**config.mk**
```make
export PLATFORM = sky130hd
export DESIGN_NAME = mem_access_unit
export DESIGN_NICKNAME = d
export VERILOG_FILES = /design/src/rtl/mem_access_unit.sv
export SDC_FILE = /design/constraint.sdc
export NUM_CORES = 1
export LEC_CHECK = 0
export ABC_AREA = 1
export BUFFER_PORTS_ARGS = -buffer_cell sky130_fd_sc_hd__clkbuf_2
export CORE_UTILIZATION = 40
export DETAILED_ROUTE_END_ITERATION = 6
export PLACE_DENSITY = 0.67
export SKIP_CTS_REPAIR_TIMING = 1
export SYNTH_ARGS = -nofsm -noshare
export SYNTH_HDL_FRONTEND = slang
export SYNTH_SLANG_ARGS = --single-unit
```
**constraint.sdc**
```tcl
create_clock -name Clk -period 5.2 [get_ports Clk]
set_clock_uncertainty 0.05 [all_clocks]
set_input_delay 1.04 -clock Clk [delete_from_list [all_inputs] [get_ports Clk]]
set_output_delay 1.04 -clock Clk [all_outputs]
set_load 0.01 [all_outputs]
```
**src/rtl/mem_access_unit.sv**
```systemverilog
// -----------------------------------------------------------------------------
// mem_access_unit
//
// Load/store front end between the CPU MEM stage and a word-wide data memory.
// It takes one byte, half or word request at a time, checks alignment, drives
// the memory strobes with store data replicated across the lanes, waits for
// DataReady with a timeout, and sign- or zero-extends the load result.
// Little endian: byte offset n maps to lane n (lane 0 = bits 7:0, BE[0]).
//
// Parameters
//   TIMEOUT  max ACCESS cycles spent waiting for DataReady before abort (>=1)
//   CNT_W    width of the timeout counter (must hold TIMEOUT)
//
// Ports
//   Clk, Reset        clock; asynchronous active-high reset
//   Req               request strobe, sampled only in IDLE
//   Wr                1 = store, 0 = load
//   Size              00 byte, 01 half, 10 word, 11 reserved (error)
//   Unsigned          loads: 1 = zero-extend, 0 = sign-extend
//   AddrIn, WData     byte address and right-justified store data
//   RData             load result, held until the next load completes
//   Busy              high from accepted Req until the Done cycle
//   Done, AddrErr     one-cycle completion / error pulses
//   CS, RW, BE, Addr  memory strobes, lane enables, word address
//   DataIn            memory write data, lanes replicated
//   DataOut, DataReady memory read data and completion
//   MemSign           tied 0; all extension is done here
// -----------------------------------------------------------------------------
module mem_access_unit #(
  parameter int TIMEOUT = 16,
  parameter int CNT_W   = 5
) (
  input  logic        Clk,
  input  logic        Reset,
  input  logic        Req,
  input  logic        Wr,
  input  logic [1:0]  Size,
  input  logic        Unsigned,
  input  logic [31:0] AddrIn,
  input  logic [31:0] WData,
  output logic [31:0] RData,
  output logic        Busy,
  output logic        Done,
  output logic        AddrErr,
  output logic        CS,
  output logic        RW,
  output logic [3:0]  BE,
  output logic [31:0] Addr,
  output logic [31:0] DataIn,
  input  logic [31:0] DataOut,
  input  logic        DataReady,
  output logic        MemSign
);

  typedef enum logic [1:0] {
    IDLE   = 2'd0,
    ACCESS = 2'd1,
    ERR    = 2'd2
  } state_t;

  localparam logic [CNT_W-1:0] CNT_LAST = CNT_W'(TIMEOUT - 1);

  state_t           state;
  logic [CNT_W-1:0] cnt;

  // Request fields needed after acceptance; the CPU may change its inputs.
  logic [1:0]       size_q;
  logic             uns_q;
  logic [1:0]       off_q;

  logic             misaligned;
  logic [3:0]       be_next;
  logic [31:0]      din_next;

  logic [7:0]       lane_byte;
  logic [15:0]      lane_half;
  logic [31:0]      load_val;

  assign MemSign = 1'b0;

  // Request decode: alignment check, lane enables and replicated store data.
  // NOTE: every output gets a default first so no path infers a latch.
  always_comb begin
    misaligned = 1'b0;
    be_next    = 4'b0000;
    din_next   = WData;
    case (Size)
      2'b00: begin
        be_next  = 4'b0001 << AddrIn[1:0];
        din_next = {4{WData[7:0]}};
      end
      2'b01: begin
        misaligned = AddrIn[0];
        be_next    = AddrIn[1] ? 4'b1100 : 4'b0011;
        din_next   = {2{WData[15:0]}};
      end
      2'b10: begin
        misaligned = |AddrIn[1:0];
        be_next    = 4'b1111;
        din_next   = WData;
      end
      default: misaligned = 1'b1;
    endcase
  end

  // Load extraction from the latched offset/size; DataOut is valid by the
  // posedge that sees DataReady because memory samples on the negedge.
  always_comb begin
    lane_byte = DataOut[{off_q, 3'b000} +: 8];
    lane_half = off_q[1] ? DataOut[31:16] : DataOut[15:0];
    case (size_q)
      2'b00:   load_val = uns_q ? {24'h000000, lane_byte}
                                : {{24{lane_byte[7]}}, lane_byte};
      2'b01:   load_val = uns_q ? {16'h0000, lane_half}
                                : {{16{lane_half[15]}}, lane_half};
      default: load_val = DataOut;
    endcase
  end

  // NOTE: sequential state uses non-blocking assignments only, so every
  // register samples the pre-edge value of every other register.
  always_ff @(posedge Clk or posedge Reset) begin
    if (Reset) begin
      state   <= IDLE;
      cnt     <= '0;
      size_q  <= 2'b00;
      uns_q   <= 1'b0;
      off_q   <= 2'b00;
      RData   <= 32'h0;
      Busy    <= 1'b0;
      Done    <= 1'b0;
      AddrErr <= 1'b0;
      CS      <= 1'b0;
      RW      <= 1'b0;
      BE      <= 4'b0000;
      Addr    <= 32'h0;
      DataIn  <= 32'h0;
    end else begin
      // Completion flags are single-cycle pulses.
      Done    <= 1'b0;
      AddrErr <= 1'b0;
      case (state)
        IDLE: begin
          if (Req) begin
            Busy   <= 1'b1;
            size_q <= Size;
            uns_q  <= Unsigned;
            off_q  <= AddrIn[1:0];
            if (misaligned) begin
              state <= ERR;
            end else begin
              state  <= ACCESS;
              CS     <= 1'b1;
              RW     <= Wr;
              Addr   <= {AddrIn[31:2], 2'b00};
              BE     <= be_next;
              DataIn <= din_next;
              cnt    <= '0;
            end
          end
        end
        ACCESS: begin
          if (DataReady) begin
            state <= IDLE;
            CS    <= 1'b0;
            BE    <= 4'b0000;
            Busy  <= 1'b0;
            Done  <= 1'b1;
            if (!RW) RData <= load_val;
          end else if (cnt == CNT_LAST) begin
            state <= ERR;
            CS    <= 1'b0;
            BE    <= 4'b0000;
          end else begin
            cnt <= cnt + 1'b1;
          end
        end
        ERR: begin
          state   <= IDLE;
          Done    <= 1'b1;
          AddrErr <= 1'b1;
          Busy    <= 1'b0;
        end
        default: state <= IDLE;
      endcase
    end
  end

endmodule

```
==> metrics.csv, run 1 <==
stage;metric;value;unit
detailed_routing;wl_met2;7240;um
grt;grt.overflow.total;0;
yosys;yosys.area.top_type;dfrtp_1;
setup_path;critPathSlowestCell;buf_4;
clocking;cts_tree;yes;
yosys;ys_top_cells_by_count;nand2_1 (316), dfrtp_1 (115), a21oi_1 (50);
detailed_routing;wirelength;15300;um
yosys;synthCells;706;
yosys;ys_warn_count;0;
detailed_routing;drtAntennaViolNets;0;
sta;tightest_slew;0.781;ns
sta;tns;0;ns
detailed_routing;m1WireLength;6690;um
yosys;synth_compound_area_frac;0.122;
detailed_routing;routed_via_density;4.83;
yosys;synth-async-reset-ratio;1.00;
grt;grt_pass1_vias;4925;
grt;grt_start_max_net_pins;77;
grt;grt_pass1_wl;24900;um
detailed_routing;vias;5250;
sta;slew_violations;0;
placement;io_buffers;206;
clocking;cts_max_level;4;
yosys;avgSynthCellArea;7.86;sq um
sta;rsz0062_at_grt;false;
setup_path;rr_startpoint;state[1];
clocking;clockRootBuffer;clkbuf_16;
pwr;powerDensity;604;nW/um^2
grt;antenna_found_initial;0;
placement;gp_congestion;0.858;
sta;setup_viol;0;
sta;holdWs;0.425;ns
sta;fin_crit;2.79;ns
placement;hpwl;10800;um
setup_path;crit_type;input port to flop;
clocking;clockBufferDepth;2;
pwr;ir_drop;0.262;mV
grt;grt_usage;0.221;
layout;drive_gt1_frac;0.289;
detailed_routing;met3RoutedLength;1210;um
yosys;yosys.area_share.simple;0.267;
setup_path;startpoint_type;input port;
layout;final_cell_area;7210;sq um
setup_path;crit_arrival;2.99;ns
yosys;seq_area_frac_synth;0.519;
sta;fin_crit_sh;0.537;
clocking;clkSlewWorstSetupHoldPaths;0.06;ns
placement;place_area;6600;sq um
detailed_routing;routedWlPerCell;14.0;um
detailed_routing;drc;0;
setup_path;required;5.39;ns
layout;antenna-diode-count;0;
yosys;synth_top_family_by_area;simple AND/OR/NAND/NOR gates;
yosys;synthAdderAreaFrac;0.0135;
yosys;synth.most_common_cell;nand2_1;
die;io_pins;210;
clocking;clkLatencyLatePin;0.40;ns
yosys;ys_ff_latch;115;
yosys;synthTopCellsByArea;dfrtp_1 (52%), nand2_1 (21%), a21oi_1 (4.5%);
yosys;synth.top_cell.area_share;0.519;
die;fp-row-count;42;
sta;finalHoldViolCount;0;
sta;timing.fmax;358;MHz
sta;maxSlewHeadroom;0.479;
die;initial_core_util;0.414;
yosys;synth.distinct_cells;28;
die;coreArea;13400;sq um
layout;final_nets;1011;
detailed_routing;dr.pass1.iters;5;
layout;filler_cell_count;1336;
hold_path;holdCritStartpoint;Addr[9];
yosys;ys.flop_type;dfrtp_1;
layout;area_delta_synth_final;29.9;%
pwr;p_leak;4.04;nW
setup_path;crit_start;Size[1];
yosys;synthMuxAreaShare;0;
flow_run;cap_violations;0;
die;die-area;14300;sq um
setup_path;worstPathCellList;clkbuf_2 > inv_2 > nor2_1 > o21ai_1 > nand3_4 > buf_4 > o21ai_0;
yosys;synth_xor_area_frac;0.00158;
die;die_height;120;um
setup_path;max_stage_delay;0.61;ns
detailed_routing;dr.max_layer_used;met4;
detailed_routing;first_iter_violations;403;
yosys;synth_edf_count;0;
yosys;synth_area;5550;sq um
hold_path;hp-class;flop to flop;
run_status;status;finished clean;
clocking;cts.sinks;115;
setup_path;endpoint_kind;flop;
setup_path;crit_fanout;76;
die;die_w;120;um
clocking;cts_buffers;17;
-- state kept, by name, indices dropped and copies added (netlist names) --
name and flops:
uns_q 1, off_q 2, CS 1, state 2, Addr 30, BE 4
RData 32, DataIn 32, size_q 2, AddrErr 1, cnt 5, RW 1
Done 1, Busy 1
-- stage by stage --
stage	setup slack [ns]	total power [W]	std cells	util
finish	2.41	0.00436	1088	0.538
global route	2.17	0.00467	1088	0.538
CTS	2.42	0.00440	1088	0.538
detailed placement	1.99	0.00317	1058	0.492
global placement	2.08	0.00315	1058	0.492
floorplan	1.07	0.00255	708	-
-- final cells by class --
class | instances | area, sq um | area share
flip-flops and latches | 115 | 2880 | 0.399
multi-input cells | 510 | 2260 | 0.314
repair buffers | 210 | 1060 | 0.147
clock buffers | 21 | 480 | 0.0667
well taps | 176 | 220 | 0.0306
inverters | 47 | 179 | 0.0248
clock inverters | 9 | 129 | 0.0179
-- report_power, final --
part	total [W]	internal [W]	switching (W)
Clock	0.00120	0.000797	0.000406
Sequential	0.00158	0.00131	0.000268
Combinational	0.00157	0.000600	0.000973
Total	0.00436	0.00271	0.00165
-- cells in the final DEF, fill, tap and decap left out --
master / instances
inv_2: 4
nand2_4: 1
xor2_1: 1
nor2_4: 3
clkbuf_2: 206
nand3_1: 18
o22a_1: 1
clkinv_1: 1
a21oi_1: 50
inv_4: 1
clkbuf_8: 4
nand3b_1: 1
buf_4: 4
o21a_1: 1
clkinvlp_4: 2
ha_1: 6
dfrtp_1: 115
nor2_1: 29
conb_1: 3
bufinv_16: 3
or2_2: 2
inv_1: 41
o21ai_1: 16
clkinv_2: 3
a21boi_0: 1
a21oi_2: 10
nor3b_1: 1
nand2_1: 316
nand3_4: 1
nand2_2: 2
clkinv_4: 1
o21ai_0: 47
clkbuf_16: 17
-- routing by layer --
metal,global-route usage,vias up
met5,0,-
met4,0.0656,0
met3,0.0680,11
met2,0.351,208
met1,0.290,2427
li1,-,2604
-- worst max-delay path: cells and delay by family --
kind                   cells  cell delay (ns)
buffers and inverters      3             1.25
AO/OA/AOI/OAI              2             0.35
AND/OR/NAND/NOR            2             0.31
-- kinds of logic after synthesis --
kind of cell | after synthesis
AO/OA/AOI/OAI | 126
other | 1
AND/OR/NAND/NOR | 374
buffers and inverters | 83
flip-flops | 115
adder cells (fa/ha/maj) | 6
XOR/XNOR | 1
-- worst paths after layout --
path | endpoint | slack (ns) | cells after the start
hold / removal | Addr[9] | 0.42 | 2
setup reg to reg | RData[3] | 2.60 | 9
hold reg to reg | Addr[9] | 0.42 | 2
max in group asynchronous | DataIn[23] | 3.57 | 3
min in group asynchronous | Addr[10] | 0.64 | 2
setup / recovery | DataIn[29] | 2.41 | 7
No activity file was read; power rests on OpenSTA's default activity.
==> inputs of run 2 (changes only) <==
--- a/config.mk
+++ b/config.mk
@@ -5,7 +5,7 @@
 export SDC_FILE = /design/constraint.sdc
 export NUM_CORES = 1
 export LEC_CHECK = 0
-export ABC_AREA = 1
+export ABC_AREA = 0
 export BUFFER_PORTS_ARGS = -buffer_cell sky130_fd_sc_hd__clkbuf_2
 export CORE_UTILIZATION = 40
 export DETAILED_ROUTE_END_ITERATION = 6
==> constraint.sdc (replaced) <==
create_clock -name Clk -period 2.6 [get_ports Clk]
set_clock_uncertainty 0.05 [all_clocks]
set_input_delay 0.52 -clock Clk [delete_from_list [all_inputs] [get_ports Clk]]
set_output_delay 0.52 -clock Clk [all_outputs]
set_load 0.01 [all_outputs]
==> run 2 against run 1 <==
Compared with the run above: synthesized area is 0.20% higher; non-clock buffer count is 11 higher; sequential power is 100% higher; worst setup slack worse by 2.0 ns; critical path depth stayed put; cell count is 16% lower; hold slack worse by 0.16 ns; clock power is 92% higher; register-to-register slack worse by 2.2 ns; die area is 0.20% higher; first-iteration DRC count is 34% lower.
==> metrics.csv, run 2 <==
stage;metric;value;unit
detailed_routing;routedWlPerCell;15.8;um
detailed_routing;routed_via_density;5.16;
sta;rsz0062_at_grt;false;
setup_path;critPathSlowestCell;dfrtp_1;
layout;final_common_cell;clkbuf_2;
yosys;synth_edf_count;0;
grt;grt_pass1_vias;4798;
setup_path;reg2reg_slack;0.43;ns
layout;area_delta_synth_final;32.6;%
grt;grt.overflow.total;0;
hold_path;hp-class;input port to flop;
grt;grt_start_max_net_pins;106;
setup_path;max_stage_delay;0.41;ns
sta;fin_crit_sh;0.834;
yosys;seq_area_frac_synth;0.518;
die;coreArea;13400;sq um
yosys;ys_ff_latch;115;
yosys;yosys.area.top_type;dfrtp_1;
clocking;clkLatencyLatePin;0.41;ns
setup_path;crit_fanout;8;
layout;filler_cell_count;1180;
sta;maxSlewHeadroom;0.517;
setup_path;reg2reg_to;cnt[3];
detailed_routing;vias;4686;
grt;grt_usage;0.213;
detailed_routing;first_iter_violations;267;
pwr;powerDensity;1170;nW/um^2
yosys;synth.most_common_cell;dfrtp_1;
setup_path;required;2.88;ns
die;fp-row-count;42;
setup_path;critPathMostFrequentCell;ha_1;
detailed_routing;dr.pass1.iters;5;
yosys;avgSynthCellArea;10.8;sq um
pwr;ir_drop;0.601;mV
yosys;synth-async-reset-ratio;1.00;
detailed_routing;drc;0;
setup_path;crit_type;flop to flop;
setup_path;endpoint_kind;flop;
hold_path;min_to;Addr[12];
layout;final_nets;830;
setup_path;worstPathCellList;ha_1 > and3_1 > ha_1 > nor3b_4 > o2111ai_1 > or3_1 > a21oi_1;
layout;largestRegisters;DataIn: 32 flops, RData: 32 flops, Addr: 30 flops;
die;die-area;14400;sq um
setup_path;path_buf_inv;0;
yosys;synth_area;5560;sq um
layout;final_cell_mix;clkbuf_2 (206), dfrtp_1 (115), nand2_1 (65);
layout;antenna-diode-count;0;
yosys;synth.top_cell.area_share;0.518;
layout;drive_gt1_frac;0.383;
sta;tns;0;ns
setup_path;crit_arrival;2.45;ns
yosys;ys.flop_type;dfrtp_1;
placement;io_buffers;206;
layout;final_cell_area;7370;sq um
run_status;status;finished clean;
placement;gp_congestion;0.848;
sta;setup_viol;0;
pwr;p_leak;3.70;nW
grt;grt_pass1_wl;23800;um
clocking;cts.sinks;115;
die;io_pins;210;
sta;fin_crit;2.17;ns
placement;hpwl;10500;um
flow_run;cap_violations;0;
detailed_routing;wirelength;14400;um
die;die_w;120;um
grt;antenna_found_initial;0;
die;initial_core_util;0.415;
hold_path;hold_depth;2;
yosys;synthCells;515;
sta;tightest_slew;0.722;ns
clocking;clkSlewWorstSetupHoldPaths;0.05;ns
clocking;cts_max_level;4;
clocking;clockBufferDepth;2;
yosys;ys_warn_count;0;
clocking;cts_tree;yes;
sta;timing.fmax;461;MHz
detailed_routing;drtAntennaViolNets;0;
placement;place_area;6770;sq um
setup_path;rr_startpoint;cnt[0];
setup_path;reg2regPathDepth;7;
yosys;synth.distinct_cells;48;
hold_path;holdCritStartpoint;AddrIn[12];
setup_path;critPathTopFamily;simple AND/OR/NAND/NOR gates;
setup_path;startpoint_type;flop;
die;die_height;120;um
sta;slew_violations;0;
yosys;ys_top_cells_by_count;dfrtp_1 (115), nand2_1 (65), mux2_1 (39);
clocking;cts_buffers;17;
sta;finalHoldViolCount;0;
clocking;clockRootBuffer;clkbuf_16;
yosys;synthTopCellsByArea;dfrtp_1 (52%), mux2_1 (7.9%), mux2i_1 (4.5%);
-- run 2: kinds of logic after synthesis --
kind of cell,count (synthesis),synth area share
buffers and inverters,53,0.0473
multiplexers,69,0.136
adder cells (fa/ha/maj),6,0.0135
other,1,0.000674
AO/OA/AOI/OAI,109,0.138
flip-flops,115,0.518
AND/OR/NAND/NOR,162,0.146
-- run 2: through the flow --
step / util / total power (W) / hold WS [ns] / worst slack [ns] / std cells
2_1_floorplan: - / 0.00506 / 0.418 / 0.620 / 517
3_3_place_gp: 0.505 / 0.00628 / 0.412 / 0.467 / 876
3_5_place_dp: 0.505 / 0.00639 / 0.420 / 0.403 / 876
4_1_cts: 0.549 / 0.00875 / -0.0216 / 0.429 / 908
5_1_grt: 0.550 / 0.00922 / 0.254 / 0.281 / 909
6_report: 0.550 / 0.00865 / 0.269 / 0.430 / 909
-- run 2: layer usage --
metal  track usage  wire [um]
met3        0.0770       1170
met1         0.259       6220
met4        0.0664        129
met5             0          0
met2         0.350       6890
-- run 2: where the power goes --
group	total [W]	switching, W	internal, W
registers	0.00318	0.000549	0.00263
clock network	0.00230	0.000798	0.00150
logic	0.00317	0.00176	0.00140
total	0.00865	0.00311	0.00554
-- run 2: area by class of cell --
| type | instances | area [sq um] | area share |
|---|---|---|---|
| flip-flops and latches | 115 | 2880 | 0.390 |
| multi-input cells | 349 | 2430 | 0.330 |
| repair buffers | 221 | 1180 | 0.161 |
| clock buffers | 23 | 488 | 0.0662 |
| well taps | 176 | 220 | 0.0299 |
| clock inverters | 9 | 103 | 0.0139 |
| inverters | 16 | 63.8 | 0.00866 |
-- run 2: worst max path at each step --
stage | endpoint | slack [ns] | depth (start not counted) | start
floorplan | cnt[3] | 0.62 | 7 | cnt[0]
global placement | Addr[31] | 0.47 | 5 | AddrIn[0]
detailed placement | Addr[30] | 0.40 | 5 | AddrIn[0]
CTS | cnt[3] | 0.43 | 7 | cnt[0]
global route | cnt[3] | 0.28 | 7 | cnt[0]
finish | cnt[3] | 0.43 | 7 | cnt[0]
==> inputs of run 3 (changes only) <==
==> constraint.sdc (replaced) <==
create_clock -name Clk -period 2.2 [get_ports Clk]
set_clock_uncertainty 0.05 [all_clocks]
set_input_delay 0.44 -clock Clk [delete_from_list [all_inputs] [get_ports Clk]]
set_output_delay 0.44 -clock Clk [all_outputs]
set_load 0.01 [all_outputs]
==> run 3 against run 2 <==
Compared with the run above: global-route usage shrank 0.72 points; die area is the same; flip-flop and latch count unchanged; sequential power increased by 17%; utilization grew 0.66 points; maximum frequency rose by 5.0%; count of clock-buffer cells in the layout rose by 1; sequential share of layout area is 0.46 points lower; final area increased by 1.2%; combinational power grew 21%; critical path type unchanged.
==> metrics.csv, run 3 (same netlist as run 2, synthesis figures left out) <==
stage;metric;value;unit
detailed_routing;drtAntennaViolNets;0;
grt;grt_pass1_vias;4639;
layout;drive_gt1_frac;0.390;
die;die-area;14400;sq um
die;io_pins;210;
clocking;clkLatencyLatePin;0.41;ns
detailed_routing;first_iter_violations;201;
setup_path;crit_fanout;4;
grt;grt_usage;0.206;
setup_path;worstPathCellList;ha_1 > and3_1 > ha_1 > nor3b_4 > o2111ai_1 > or3_1 > a21oi_1;
pwr;ir_drop;0.711;mV
die;die_w;120;um
placement;io_buffers;206;
die;die_height;120;um
layout;final_nets;837;
setup_path;critPathMostFrequentCell;ha_1;
clocking;cts_max_level;4;
sta;tns;0;ns
layout;regArea;2880;sq um
grt;grt_start_max_net_pins;81;
sta;slew_violations;0;
clocking;cts.sinks;115;
detailed_routing;dr.pass1.iters;4;
clocking;clockRootBuffer;clkbuf_16;
run_status;status;finished clean;
sta;rsz0062_at_grt;false;
detailed_routing;vias;4680;
grt;grt.overflow.total;0;
die;initial_core_util;0.415;
die;coreArea;13400;sq um
setup_path;startpoint_type;flop;
sta;finalHoldViolCount;0;
pwr;powerDensity;1390;nW/um^2
die;fp-row-count;42;
pwr;p_leak;3.76;nW
layout;filler_cell_count;1181;
detailed_routing;routedWlPerCell;15.5;um
setup_path;endpoint_kind;flop;
sta;setup_viol;0;
grt;antenna_found_initial;0;
sta;timing.fmax;484;MHz
layout;final_common_cell;clkbuf_2;
placement;pre_cts_slack;0.103;ns
flow_run;cap_violations;0;
sta;fin_crit;2.07;ns
setup_path;crit_type;flop to flop;
setup_path;max_stage_delay;0.41;ns
clocking;cts_tree;yes;
clocking;cts_buffers;17;
clocking;clockBufferDepth;2;
placement;hpwl;10500;um
sta;fin_ws;0.134;ns
setup_path;required;2.48;ns
hold_path;hp-class;input port to asynchronous set/reset pin;
layout;final_cell_mix;clkbuf_2 (206), dfrtp_1 (115), nand2_1 (65);
setup_path;critPathSlowestCell;dfrtp_1;
layout;antenna-diode-count;0;
sta;fin_crit_sh;0.939;
layout;area_delta_synth_final;34.2;%
clocking;clkSlewWorstSetupHoldPaths;0.05;ns
layout;multi_input_area;2430;sq um
detailed_routing;wirelength;14200;um
sta;tightest_slew;0.576;ns
placement;gp_congestion;0.828;
setup_path;crit_arrival;2.35;ns
grt;grt_pass1_wl;23100;um
detailed_routing;routed_via_density;5.13;
layout;largestRegisters;DataIn: 32 flops, RData: 32 flops, Addr: 30 flops;
detailed_routing;drc;0;
sta;maxSlewHeadroom;0.616;
-- run 3: worst max-delay path: cells and delay by family (launching register included) --
kind	cells	cell delay, ns
flops	1	0.41
simple gates	3	0.77
fa+ha+maj	2	0.45
compound gates	2	0.32
-- run 3: final cells by class --
| class | instances | area share |
|---|---|---|
| clock buffers | 24 | 0.0699 |
| inverters | 16 | 0.00855 |
| clock inverters | 4 | 0.0127 |
| multi-input cells | 349 | 0.326 |
| well taps | 176 | 0.0295 |
| repair buffers | 228 | 0.167 |
| flip-flops and latches | 115 | 0.386 |
-- run 3: worst paths after layout --
path,from,end,slack (ns),cells after the start
max,cnt[0],cnt[3],0.13,7
min,Reset,RData[17],0.11,3
max reg2reg,cnt[0],cnt[3],0.13,7
min reg2reg,Addr[24],Addr[24],0.44,1
max in group asynchronous,Reset,DataIn[15],1.64,3
min in group Clk,AddrIn[31],Addr[31],0.19,2
-- run 3: metrics by stage --
step                area [sq um]  instances  hold slack (ns)  utilization  total power (W)
finish                      7460        912            0.114        0.557           0.0104
global route                7460        912            0.143        0.557           0.0111
CTS                         7450        911            0.125        0.556           0.0105
detailed placement          6840        883            0.430        0.510          0.00758
global placement            6840        883            0.420        0.510          0.00746
floorplan                   5570        517            0.418            -          0.00599
-- run 3: power by group --
group          switching, W  total [W]  internal [W]  leakage (nW)
Sequential         0.000620    0.00373       0.00311          1.41
Clock              0.000888    0.00285       0.00196         0.306
Combinational       0.00213    0.00382       0.00169          2.04
-- run 3: routing by layer --
| metal | GRT usage | routed length, um |
|---|---|---|
| met1 | 0.266 | 6330 |
| met2 | 0.320 | 6540 |
| met3 | 0.0694 | 1130 |
| met4 | 0.0734 | 182 |
| met5 | 0 | 0 |
